==> src/rtl/updown_ctrl_pkg.sv <==
// rtl/updown_ctrl_pkg.sv - shared state encodings, default widths and direction constants for the sweep controller
package updown_ctrl_pkg;

    typedef enum logic [2:0] {
        ST_IDLE  = 3'd0,
        ST_CLEAR = 3'd1,
        ST_PRIME = 3'd2,
        ST_UP    = 3'd3,
        ST_DOWN  = 3'd4,
        ST_DONE  = 3'd5,
        ST_DWELL = 3'd6
    } state_e;

    localparam int   DEF_WIDTH   = 4;
    localparam int   DEF_SWEEP_W = 8;

    localparam logic DIR_UP   = 1'b1;
    localparam logic DIR_DOWN = 1'b0;

endpackage

==> src/rtl/updown_sweep_ctrl_if.sv <==
// rtl/updown_sweep_ctrl_if.sv - command, status and counter-side signals of the sweep controller
interface updown_sweep_ctrl_if #(
    parameter int WIDTH   = 4,
    parameter int SWEEP_W = 8
);
    logic               start;
    logic               stop;
    logic               hold;
    logic [WIDTH-1:0]   lo_lim;
    logic [WIDTH-1:0]   hi_lim;
    logic [SWEEP_W-1:0] num_sweeps;
    logic [WIDTH-1:0]   cnt_val;
    logic               cnt_on;
    logic               cnt_up_down;
    logic               cnt_clear;
    logic               busy;
    logic               done;
    logic               err;
    logic [SWEEP_W-1:0] sweep_cnt;

    // Controller side.
    modport slave (
        input  start, stop, hold, lo_lim, hi_lim, num_sweeps, cnt_val,
        output cnt_on, cnt_up_down, cnt_clear, busy, done, err, sweep_cnt
    );

    // Register layer / counter side.
    modport master (
        output start, stop, hold, lo_lim, hi_lim, num_sweeps, cnt_val,
        input  cnt_on, cnt_up_down, cnt_clear, busy, done, err, sweep_cnt
    );
endinterface

==> src/rtl/updown_dwell_timer.sv <==
// rtl/updown_dwell_timer.sv - load/hold/expire down-counter timing the endpoint dwell
module updown_dwell_timer #(
    parameter int DWELL_CYC = 3
) (
    input  logic clk,
    input  logic reset,
    input  logic load_i,
    input  logic hold_i,
    output logic expire_o
);
    localparam int           CW       = (DWELL_CYC > 2) ? $clog2(DWELL_CYC) : 1;
    localparam logic [CW-1:0] LOAD_VAL = CW'(DWELL_CYC - 1);
    localparam logic [CW-1:0] ONE      = CW'(1);

    logic [CW-1:0] cnt_q, cnt_d;

    // Loaded with DWELL_CYC-1 so expiry lands on the last of DWELL_CYC unheld cycles.
    always_comb begin
        cnt_d = cnt_q;
        if (load_i) begin
            cnt_d = LOAD_VAL;
        end else if (!hold_i && cnt_q != '0) begin
            cnt_d = cnt_q - ONE;
        end
    end

    always_ff @(posedge clk or negedge reset) begin
        if (!reset) begin
            cnt_q <= '0;
        end else begin
            cnt_q <= cnt_d;
        end
    end

    assign expire_o = !hold_i && (cnt_q == '0);
endmodule

==> src/rtl/updown_sweep_ctrl.sv <==
// rtl/updown_sweep_ctrl.sv - sweeps an up/down counter lo->hi->lo num times; SWEEP_DWELL_EN adds an endpoint dwell
module updown_sweep_ctrl
    import updown_ctrl_pkg::*;
#(
    parameter int WIDTH     = DEF_WIDTH,
    parameter int SWEEP_W   = DEF_SWEEP_W,
    parameter int DWELL_CYC = 3
) (
    input  logic                clk,
    input  logic                reset,
    updown_sweep_ctrl_if.slave  bus
);
    localparam logic [WIDTH-1:0]   ONE_W = WIDTH'(1);
    localparam logic [SWEEP_W-1:0] ONE_S = SWEEP_W'(1);

    state_e             state_q, state_d;
    logic [WIDTH-1:0]   lo_q, lo_d, hi_q, hi_d;
    logic [SWEEP_W-1:0] num_q, num_d, swp_q, swp_d;
    logic               err_q, err_d, done_q, done_d;
    logic               run;
    logic [WIDTH-1:0]   lo_m1, lo_p1, hi_m1;
    logic [SWEEP_W-1:0] swp_p1;

`ifdef SWEEP_DWELL_EN
    logic dir_q, dir_d;
    logic dwell_load, dwell_hold, dwell_expire;

    assign dwell_hold = (state_q != ST_DWELL) || bus.hold;
    assign dwell_load = (state_q != ST_DWELL) && (state_d == ST_DWELL);

    updown_dwell_timer #(.DWELL_CYC(DWELL_CYC)) u_dwell (
        .clk      (clk),
        .reset    (reset),
        .load_i   (dwell_load),
        .hold_i   (dwell_hold),
        .expire_o (dwell_expire)
    );
`endif

    assign lo_m1  = lo_q - ONE_W;
    assign lo_p1  = lo_q + ONE_W;
    assign hi_m1  = hi_q - ONE_W;
    assign swp_p1 = swp_q + ONE_S;
    assign run    = !bus.hold && !bus.stop;

    always_comb begin
        state_d         = state_q;
        lo_d            = lo_q;
        hi_d            = hi_q;
        num_d           = num_q;
        swp_d           = swp_q;
        err_d           = 1'b0;
        done_d          = 1'b0;
        bus.cnt_on      = 1'b0;
        bus.cnt_up_down = DIR_DOWN;
        bus.cnt_clear   = 1'b0;
        bus.busy        = (state_q != ST_IDLE);
`ifdef SWEEP_DWELL_EN
        dir_d           = dir_q;
`endif
        case (state_q)
            ST_IDLE: begin
                if (bus.start && !bus.stop) begin
                    if (bus.lo_lim < bus.hi_lim) begin
                        lo_d    = bus.lo_lim;
                        hi_d    = bus.hi_lim;
                        num_d   = bus.num_sweeps;
                        swp_d   = '0;
                        state_d = ST_CLEAR;
                    end else begin
                        err_d = 1'b1;
                    end
                end
            end
            ST_CLEAR: begin
                bus.cnt_clear = 1'b1;
                state_d       = (lo_q != '0) ? ST_PRIME : ST_UP;
            end
            ST_PRIME: begin
                bus.cnt_up_down = DIR_UP;
                bus.cnt_on      = run;
                if (run && bus.cnt_val == lo_m1) begin
                    state_d = ST_UP;
                end
            end
            ST_UP: begin
                bus.cnt_up_down = DIR_UP;
                bus.cnt_on      = run;
                if (run && bus.cnt_val == hi_m1) begin
`ifdef SWEEP_DWELL_EN
                    state_d = ST_DWELL;
                    dir_d   = DIR_DOWN;
`else
                    state_d = ST_DOWN;
`endif
                end
            end
            ST_DOWN: begin
                bus.cnt_on = run;
                if (run && bus.cnt_val == lo_p1) begin
                    swp_d = swp_p1;
                    if (num_q != '0 && swp_p1 == num_q) begin
                        state_d = ST_DONE;
                    end else begin
`ifdef SWEEP_DWELL_EN
                        state_d = ST_DWELL;
                        dir_d   = DIR_UP;
`else
                        state_d = ST_UP;
`endif
                    end
                end
            end
            ST_DONE: begin
                done_d  = 1'b1;
                state_d = ST_IDLE;
            end
`ifdef SWEEP_DWELL_EN
            ST_DWELL: begin
                if (dwell_expire) begin
                    state_d = (dir_q == DIR_UP) ? ST_UP : ST_DOWN;
                end
            end
`endif
            default: begin
                state_d = ST_IDLE;
            end
        endcase

        // Abort wins over every transition above, including the completion pulse.
        if (state_q != ST_IDLE && bus.stop) begin
            state_d = ST_IDLE;
            done_d  = 1'b0;
        end
    end

    always_ff @(posedge clk or negedge reset) begin
        if (!reset) begin
            state_q <= ST_IDLE;
            lo_q    <= '0;
            hi_q    <= '0;
            num_q   <= '0;
            swp_q   <= '0;
            err_q   <= 1'b0;
            done_q  <= 1'b0;
`ifdef SWEEP_DWELL_EN
            dir_q   <= DIR_UP;
`endif
        end else begin
            state_q <= state_d;
            lo_q    <= lo_d;
            hi_q    <= hi_d;
            num_q   <= num_d;
            swp_q   <= swp_d;
            err_q   <= err_d;
            done_q  <= done_d;
`ifdef SWEEP_DWELL_EN
            dir_q   <= dir_d;
`endif
        end
    end

    // done shows in the first IDLE cycle, so it coincides with busy falling.
    assign bus.done      = done_q;
    assign bus.err       = err_q;
    assign bus.sweep_cnt = swp_q;
endmodule

==> src/flat_wrapper.sv <==
// flat-port wrapper written by rule: the top's interface ports become plain ports
module updown_sweep_ctrl_flat import updown_ctrl_pkg::*;
#(
    parameter int WIDTH     = DEF_WIDTH,
    parameter int SWEEP_W   = DEF_SWEEP_W,
    parameter int DWELL_CYC = 3
)
  (clk, reset, bus_start, bus_stop, bus_hold, bus_lo_lim, bus_hi_lim, bus_num_sweeps, bus_cnt_val, bus_cnt_on, bus_cnt_up_down, bus_cnt_clear, bus_busy, bus_done, bus_err, bus_sweep_cnt);
  updown_sweep_ctrl_if #(.WIDTH(WIDTH), .SWEEP_W(SWEEP_W)) bus_i ();
  input  logic clk;
  input  logic reset;
  input wire logic [$bits(bus_i.start)-1:0] bus_start;
  input wire logic [$bits(bus_i.stop)-1:0] bus_stop;
  input wire logic [$bits(bus_i.hold)-1:0] bus_hold;
  input wire logic [$bits(bus_i.lo_lim)-1:0] bus_lo_lim;
  input wire logic [$bits(bus_i.hi_lim)-1:0] bus_hi_lim;
  input wire logic [$bits(bus_i.num_sweeps)-1:0] bus_num_sweeps;
  input wire logic [$bits(bus_i.cnt_val)-1:0] bus_cnt_val;
  output wire logic [$bits(bus_i.cnt_on)-1:0] bus_cnt_on;
  output wire logic [$bits(bus_i.cnt_up_down)-1:0] bus_cnt_up_down;
  output wire logic [$bits(bus_i.cnt_clear)-1:0] bus_cnt_clear;
  output wire logic [$bits(bus_i.busy)-1:0] bus_busy;
  output wire logic [$bits(bus_i.done)-1:0] bus_done;
  output wire logic [$bits(bus_i.err)-1:0] bus_err;
  output wire logic [$bits(bus_i.sweep_cnt)-1:0] bus_sweep_cnt;
  assign bus_i.start = bus_start;
  assign bus_i.stop = bus_stop;
  assign bus_i.hold = bus_hold;
  assign bus_i.lo_lim = bus_lo_lim;
  assign bus_i.hi_lim = bus_hi_lim;
  assign bus_i.num_sweeps = bus_num_sweeps;
  assign bus_i.cnt_val = bus_cnt_val;
  assign bus_cnt_on = bus_i.cnt_on;
  assign bus_cnt_up_down = bus_i.cnt_up_down;
  assign bus_cnt_clear = bus_i.cnt_clear;
  assign bus_busy = bus_i.busy;
  assign bus_done = bus_i.done;
  assign bus_err = bus_i.err;
  assign bus_sweep_cnt = bus_i.sweep_cnt;
  updown_sweep_ctrl #(.WIDTH(WIDTH), .SWEEP_W(SWEEP_W), .DWELL_CYC(DWELL_CYC)) u_core (.clk(clk), .reset(reset), .bus(bus_i));
endmodule
==> config.mk <==
export PLATFORM = sky130hd
export DESIGN_NAME = updown_sweep_ctrl_flat
export DESIGN_NICKNAME = d
export VERILOG_FILES = /design/src/rtl/updown_ctrl_pkg.sv /design/src/rtl/updown_sweep_ctrl_if.sv /design/src/rtl/updown_dwell_timer.sv /design/src/rtl/updown_sweep_ctrl.sv /design/src/flat_wrapper.sv
export SDC_FILE = /design/constraint.sdc
export NUM_CORES = 1
export LEC_CHECK = 0
export ABC_AREA = 1
export CAP_MARGIN = 15
export CORE_UTILIZATION = 47
export CTS_CLUSTER_DIAMETER = 50
export DETAILED_ROUTE_END_ITERATION = 7
export PLACE_DENSITY = 0.74
export SLEW_MARGIN = 20
export SYNTH_ARGS = -nofsm -noshare
export SYNTH_HDL_FRONTEND = slang
export SYNTH_SLANG_ARGS = --single-unit
==> constraint.sdc <==
create_clock -name clk -period 1.6 [get_ports clk]
set_input_delay 0.32 -clock clk [delete_from_list [all_inputs] [get_ports clk]]
set_output_delay 0.32 -clock clk [all_outputs]
set_load 0.005 [all_outputs]
# --- Word-level counts from Yosys, hierarchy flattened ---
# Index checks and enable logic that the tools add are counted.
op_classes:
  addsub: 4
  magnitude_cmp: 1
  eq_ne: 17
  muxes: 21
  n_reduce_logical: 19
ops:
  columns: ["cell", "count"]
  rows:
  - ["$mux 8", 3]
  - ["$mux 3", 7]
  - ["$pmux 8 s2", 1]
  - ["$ne 3x1->1 const B", 5]
  - ["$pmux 3 s5", 1]
  - ["$eq 4x4->1", 3]
  - ["$mux 1", 9]
  - ["$add 8x1->8 const B", 1]
  - ["$eq 8x8->1", 1]
  - ["$reduce_bool 8->1", 1]
  - ["$sub 4x1->4 const B", 2]
  - ["$logic_and 1x1->1", 7]
  - ["$eq 3x2->1 const B", 2]
  - ["$eq 3x3->1 const B", 2]
  - ["$ne 2x1->1 const B", 3]
  - ["$reduce_and 5->1", 1]
  - ["$add 4x1->4 const B", 1]
  - ["$lt 4x4->1", 1]
  - ["$reduce_and 4->1", 1]
  - ["$reduce_bool 4->1", 1]
  - ["$eq 3x1->1 const B", 1]
  - ["$logic_not 3->1", 1]
  - ["$reduce_and 3->1", 1]
  - ["$reduce_bool 3->1", 1]
  - ["4 further kinds", 5]
totals:
  ff_bits: 29
  in_bits: 25
  out_inout_bits: 14

# --- Longest topological paths before layout ---
depth:
  word_depth: 7
  mapped_depth: 14
  depth_no_buf: 14

# --- Worst setup path before layout ---
# No wires, ideal clock.
synth_timing:
  path_type: "reg2reg"
  start: "register u_core.lo_q[0]"
  end: "register u_core.state_q[1]"
  arrival_time_ps: 1589
  slack_ps: -55
  path_stages_with_launch: 10
  n_path_buf: 0
  path_cell_list: "dfrtp_1 > inv_1 > ha_1 > xor2_1 > nand2_1 > nor2_1 > a21oi_1 > nor3_2 > nand2_1 > nand2_1"
synth_via:
  elab_chain_len: 5
  elab_cells_between_ends: 9
  classes_between: "add/sub: 2; eq/ne: 4; reduce/logical: 3"
synth_rtl:
  columns: ["element", "line", "text"]
  rows:
  - ["start: declaration", "updown_sweep_ctrl.sv:17", "logic [WIDTH-1:0] lo_q, lo_d, hi_q, hi_d;"]
  - ["start signal: assignment", "updown_sweep_ctrl.sv:151", "lo_q <= lo_d;"]
  - ["$add 4x1->4 / $sub 4x1->4 (equally long branches)", "updown_sweep_ctrl.sv:41, updown_sweep_ctrl.sv:40", null]
  - ["$eq 4x4->1 (on tied branches)", "updown_sweep_ctrl.sv:100, updown_sweep_ctrl.sv:82", null]
  - ["$logic_and 1x1->1 (on tied branches)", "updown_sweep_ctrl.sv:100, updown_sweep_ctrl.sv:82", null]
  - ["$ne 3x1->1 (no source line)", null, null]
  - ["$reduce_and 5->1 (no source line) *", null, null]
  - ["end signal: assignment", "updown_sweep_ctrl.sv:150", "state_q <= state_d;"]
  - ["end: declaration", "updown_sweep_ctrl.sv:16", "state_e state_q, state_d;"]
# Mark *: on every way between the ends. The rest lies on a longest branch, timed or not.
# A chain may end at the register's enable or synchronous reset.

# --- Worst setup path in the final report ---
layout_timing:
  start: "register u_core.swp_q[0] (netlist: u_core.bus.sweep_cnt[0])"
  end: "register u_core.state_q[1]"
layout_via:
  elab_chain_len: 7
layout_rtl:
  columns: ["element", "line", "text"]
  rows:
  - ["start: declaration", "updown_sweep_ctrl.sv:18", "logic [SWEEP_W-1:0] num_q, num_d, swp_q, swp_d;"]
  - ["start signal: assignment", "updown_sweep_ctrl.sv:154", "swp_q <= swp_d;"]
  - ["$add 8x1->8", "updown_sweep_ctrl.sv:43", "assign swp_p1 = swp_q + ONE_S;"]
  - ["$eq 8x8->1", "updown_sweep_ctrl.sv:102", "if (num_q != '0 && swp_p1 == num_q) begin"]
  - ["$logic_and 1x1->1", "updown_sweep_ctrl.sv:102", null]
  - ["$mux 3", "updown_sweep_ctrl.sv:102", null]
  - ["$mux 3", "updown_sweep_ctrl.sv:100", "if (run && bus.cnt_val == lo_p1) begin"]
  - ["$pmux 3 s5", "updown_sweep_ctrl.sv:61", "case (state_q)"]
  - ["$mux 3", "updown_sweep_ctrl.sv:131", "if (state_q != ST_IDLE && bus.stop) begin"]
# No other way between the ends. The select of a mux whose other input is x is not followed.

==> out/results.txt <==
Pre-CTS setup slack - -0.5429 ns
Cell depth of the worst min-delay path - 3
Detail-routed via count per cell - 4.933
Share of cells above drive strength 1 - 33.07%
Part of the total power dissipated in combinational logic - 56.7%
Synthesis-to-layout area growth - 56.40%
Peak supply drop - 824.5 uV
Vias in the first global route - 1960
Origin of the critical flop-to-flop path - u_core.bus.sweep_cnt[0]
Via total after detailed routing - 2141
Cell occurring most often along the worst timing path - nand2_1
Critical Path Stages - 14
Core Box Area - 0.004058 mm2
Count of antenna-violating nets left after detailed routing - 0
Slew margin rel. - 74.86%
Final Setup Violations - 9
Clock edge transition at the registers on the reported setup and hold paths - 0.07 ns
Worst endpoint required time - 1.78 ns
TritonCTS clock tree - built
Latest clock arrival within the worst-skew pair - 0.29 ns
Number of buffers inserted for hold repair after clock tree synthesis - 0
Transition time at the pin with the least slew margin - 0.3771 ns
Count of buffers inserted at the top-level ports - 38
First-pass DRT Iterations - 4
Wire length per cell after detailed routing - 12.44 um
Max Buffers Root-to-Sink - 2
DRC violation count after routing - 0
Antenna cells - 0
Leakage power - 1.599 nW
Final hold slack - 0.3961 ns
Synthesized cell area - 0.002014 mm2
Seq/Total Area, Yosys - 36.02%
Die Outline Area - 0.004552 mm2
Violated checks - negative setup slack
Initial core utilization - 49.65%
Number of distinct library cells after synthesis - 32
Y dimension of the die - 67.47 um
Number of cell instances on the worst register-to-register path - 14
Warnings from Yosys - 0
Slowest-stage cell, CP - dfrtp_1
Number of max-slew violations in the final report - 0
Clock share of power - 14.1%
End-of-flow core utilization - 77.64%
Family of cells with the greatest summed delay on the critical path - simple AND/OR/NAND/NOR gates
Critical path start-end classification - reg -> reg
Highest achievable clock rate - 581.2 MHz
Wire length reported by the detailed router - 5.398 mm
CTS H-tree lvls - 2
Int Power - 0.002423 W
Register share of total power - 29.2%
Start point of the critical path - u_core.bus.sweep_cnt[0]
Tmin final - 1.721 ns
Total gr overflow - 0
Number of antenna violations at the first check in global routing - 0
Syn_area_per_cell - 6.899 um2
Buffers & Inverters on Critical Path - 1
Series of cell instances along the critical path - ha_4 > inv_2 > nand2_1 > nand2_1 > nor2_1 > nand3_1 > nor2_1 > nand3_1 > nor2_2 > nand2_1 > nand2_1 > nand2_1 > nand2_1 > nand2_1
Final Cycle Share - 107.5%
Hold Vio Cnt, Final - 0
Yosys reg bits - 29
Estimated wirelength of the detail-placed design - 3.677 mm
Net load switching power - 0.001799 W
Worst Hold Class - in -> reg
Site row count - 23
Pin count of the biggest net entering global routing - 30
Data arrival at the endpoint of the critical path - 1.90 ns
Capture point of the worst reg-to-reg path - u_core.state_q[1]
Worst R2R Setup Slack - -0.12 ns
Max-capacitance violation count - 0
Outcome - finished, violations left
Clk root buf - clkbuf_8
Final Skew - 0.005479 ns
Global router's overall resource usage - 25.29%
Post-synthesis net count - 325
Routability-driven placement congestion ratio - 0.8731
Unrepaired setup endpoints after global routing - yes
Total number of clock tree sinks - 29
Critical path's largest stage delay - 0.42 ns
Violation count after the first detailed-routing iteration - 132
Number of nets in the final layout - 416
Launching element type of the critical path - flop
Power density cells - 1340 mW/mm2
Die X-Extent - 67.47 um
Fraction of power spent switching nets - 42.61%
Wire length of the first global-routing pass - 8.307 mm
Crit Path Max Fanout - 2
Number of buffers inserted during clock tree synthesis - 5
Worst path setup slack after routing - -0.1206 ns
Launch point of the worst hold path - bus_hi_lim[1]
Mapped Cells - 292
Number of top-level pins - 39
Hold Path Sink - u_core.hi_q[1]
Critical path endpoint category - flop
[per-layer routing]
metal | wire, um | GRT usage, % | up-vias
li1 | - | - | 1098
met1 | 2355 | 30.05 | 984
met2 | 2712 | 42.20 | 51
met3 | 248 | 7.432 | 8
met4 | 82 | 10.37 | 0
met5 | 0 | 0 | -
[what timing repair did]
item                                    4_1_cts  5_1_grt
gates resized for setup                      57       34
pin swaps                                    13       21
endpoints found under the setup margin       33       27
buffers inserted                             10        6
cloned                                        0        0
[worst max path at each step]
| stage | slack [ns] | to |
|---|---|---|
| after detailed placement | -0.54 | u_core.lo_q[3] |
| after global placement | -0.49 | u_core.num_q[2] |
| after floorplan | 0.01 | u_core.state_q[1] |
| after global routing | -0.23 | u_core.state_q[0] |
| final | -0.12 | u_core.state_q[1] |
| after CTS | -0.06 | u_core.state_q[1] |
[tightest hold or removal path: stages]
cell and delay, ns:
clkdlybuf4s15_1 0.16, inv_1 0.06, o21ai_0 0.09
[cells in the final DEF, fill, tap and decap left out, types with 3 or more instances in the layout]
master	count
dlygate4sd2_1	7
nor2_1	21
inv_2	12
o21ai_1	5
nand3_4	3
o21ai_0	5
a21oi_1	9
nand2_4	4
clkbuf_8	5
xnor2_1	4
nand3_2	7
buf_6	5
dfrtp_1	25
buf_4	44
nor3_1	5
nand3_1	15
dfrtp_2	4
clkdlybuf4s50_1	24
nor2_2	9
ha_4	4
nand2_1	82
xor2_1	3
ha_1	3
nand2_2	5
dlymetal6s2s_1	3
inv_1	36
[flip-flops by register name (all words and copies together) (netlist names)]
| signal | flops |
|---|---|
| u_core.bus.done | 1 |
| u_core.bus.err | 1 |
| u_core.bus.sweep_cnt | 8 |
| u_core.hi_q | 4 |
| u_core.lo_q | 4 |
| u_core.num_q | 8 |
| u_core.state_q | 3 |
[cells in the mapped netlist]
cell | count | share of area, %
xnor2_1 | 4 | 1.7
a31oi_1 | 1 | 0.31
inv_1 | 48 | 8.9
nand3_1 | 22 | 5.5
buf_6 | 1 | 0.56
o21ai_0 | 8 | 2.0
o21ai_1 | 4 | 0.99
or2_2 | 2 | 0.62
nand4_1 | 2 | 0.62
xor2_1 | 4 | 1.7
nand3_2 | 3 | 1.5
ha_1 | 8 | 5.0
nor4_1 | 1 | 0.31
nor2_1 | 28 | 5.2
clkbuf_1 | 1 | 0.19
o31ai_2 | 1 | 0.62
nor3_2 | 1 | 0.50
inv_2 | 1 | 0.19
mux2_2 | 3 | 1.7
nand2_1 | 89 | 17
dfrtp_1 | 29 | 36
a21oi_1 | 11 | 2.7
nor3_4 | 1 | 0.81
o22ai_1 | 2 | 0.62
nand3b_1 | 2 | 0.75
nand2_2 | 2 | 0.62
and2_1 | 1 | 0.31
buf_2 | 1 | 0.25
nor3_1 | 6 | 1.5
nor2_2 | 3 | 0.93
o21a_1 | 1 | 0.37
buf_4 | 1 | 0.37
[metrics by stage]
stage / cell area (um2) / setup TNS [ns] / power (W) / cells
detailed placement: 2718 / -12.70 / 0.003116 / 410
global route: 3151 / -1.552 / 0.004592 / 434
global placement: 2718 / -11.32 / 0.003074 / 410
floorplan: 2034 / 0 / 0.002409 / 292
finish: 3151 / -0.5137 / 0.004221 / 434
CTS: 3003 / -0.2684 / 0.003964 / 428
[cell type report]
type,instances,area [um2]
Sequential cell,29,730.7
Clock buffer,5,68.82
Inverter,49,186.4
Tap cell,50,62.56
Clock inverter,3,17.52
Multi-Input combinational cell,210,1309
Fill cell,276,907.1
Timing Repair Buffer,88,775.7
[logic make-up after synthesis]
family	share of synthesized area (%)
xor+xnor	3.478
flops	36.03
buf+inv	10.50
fa+ha+maj	4.969
compound gates	7.640
simple gates	35.71
mux	1.677
[power groups by stage]
| stage | registers, W | logic [W] | clock network [W] |
|---|---|---|---|
| finish | 0.00123 | 0.00239 | 0.000596 |
| global route | 0.00127 | 0.00267 | 0.000657 |
| CTS | 0.00122 | 0.00213 | 0.000605 |
| detailed placement | 0.00122 | 0.00189 | 0 |
| global placement | 0.00121 | 0.00186 | 0 |
| floorplan | 0.00119 | 0.00122 | 0 |
No activity file was read; power rests on OpenSTA's default activity.
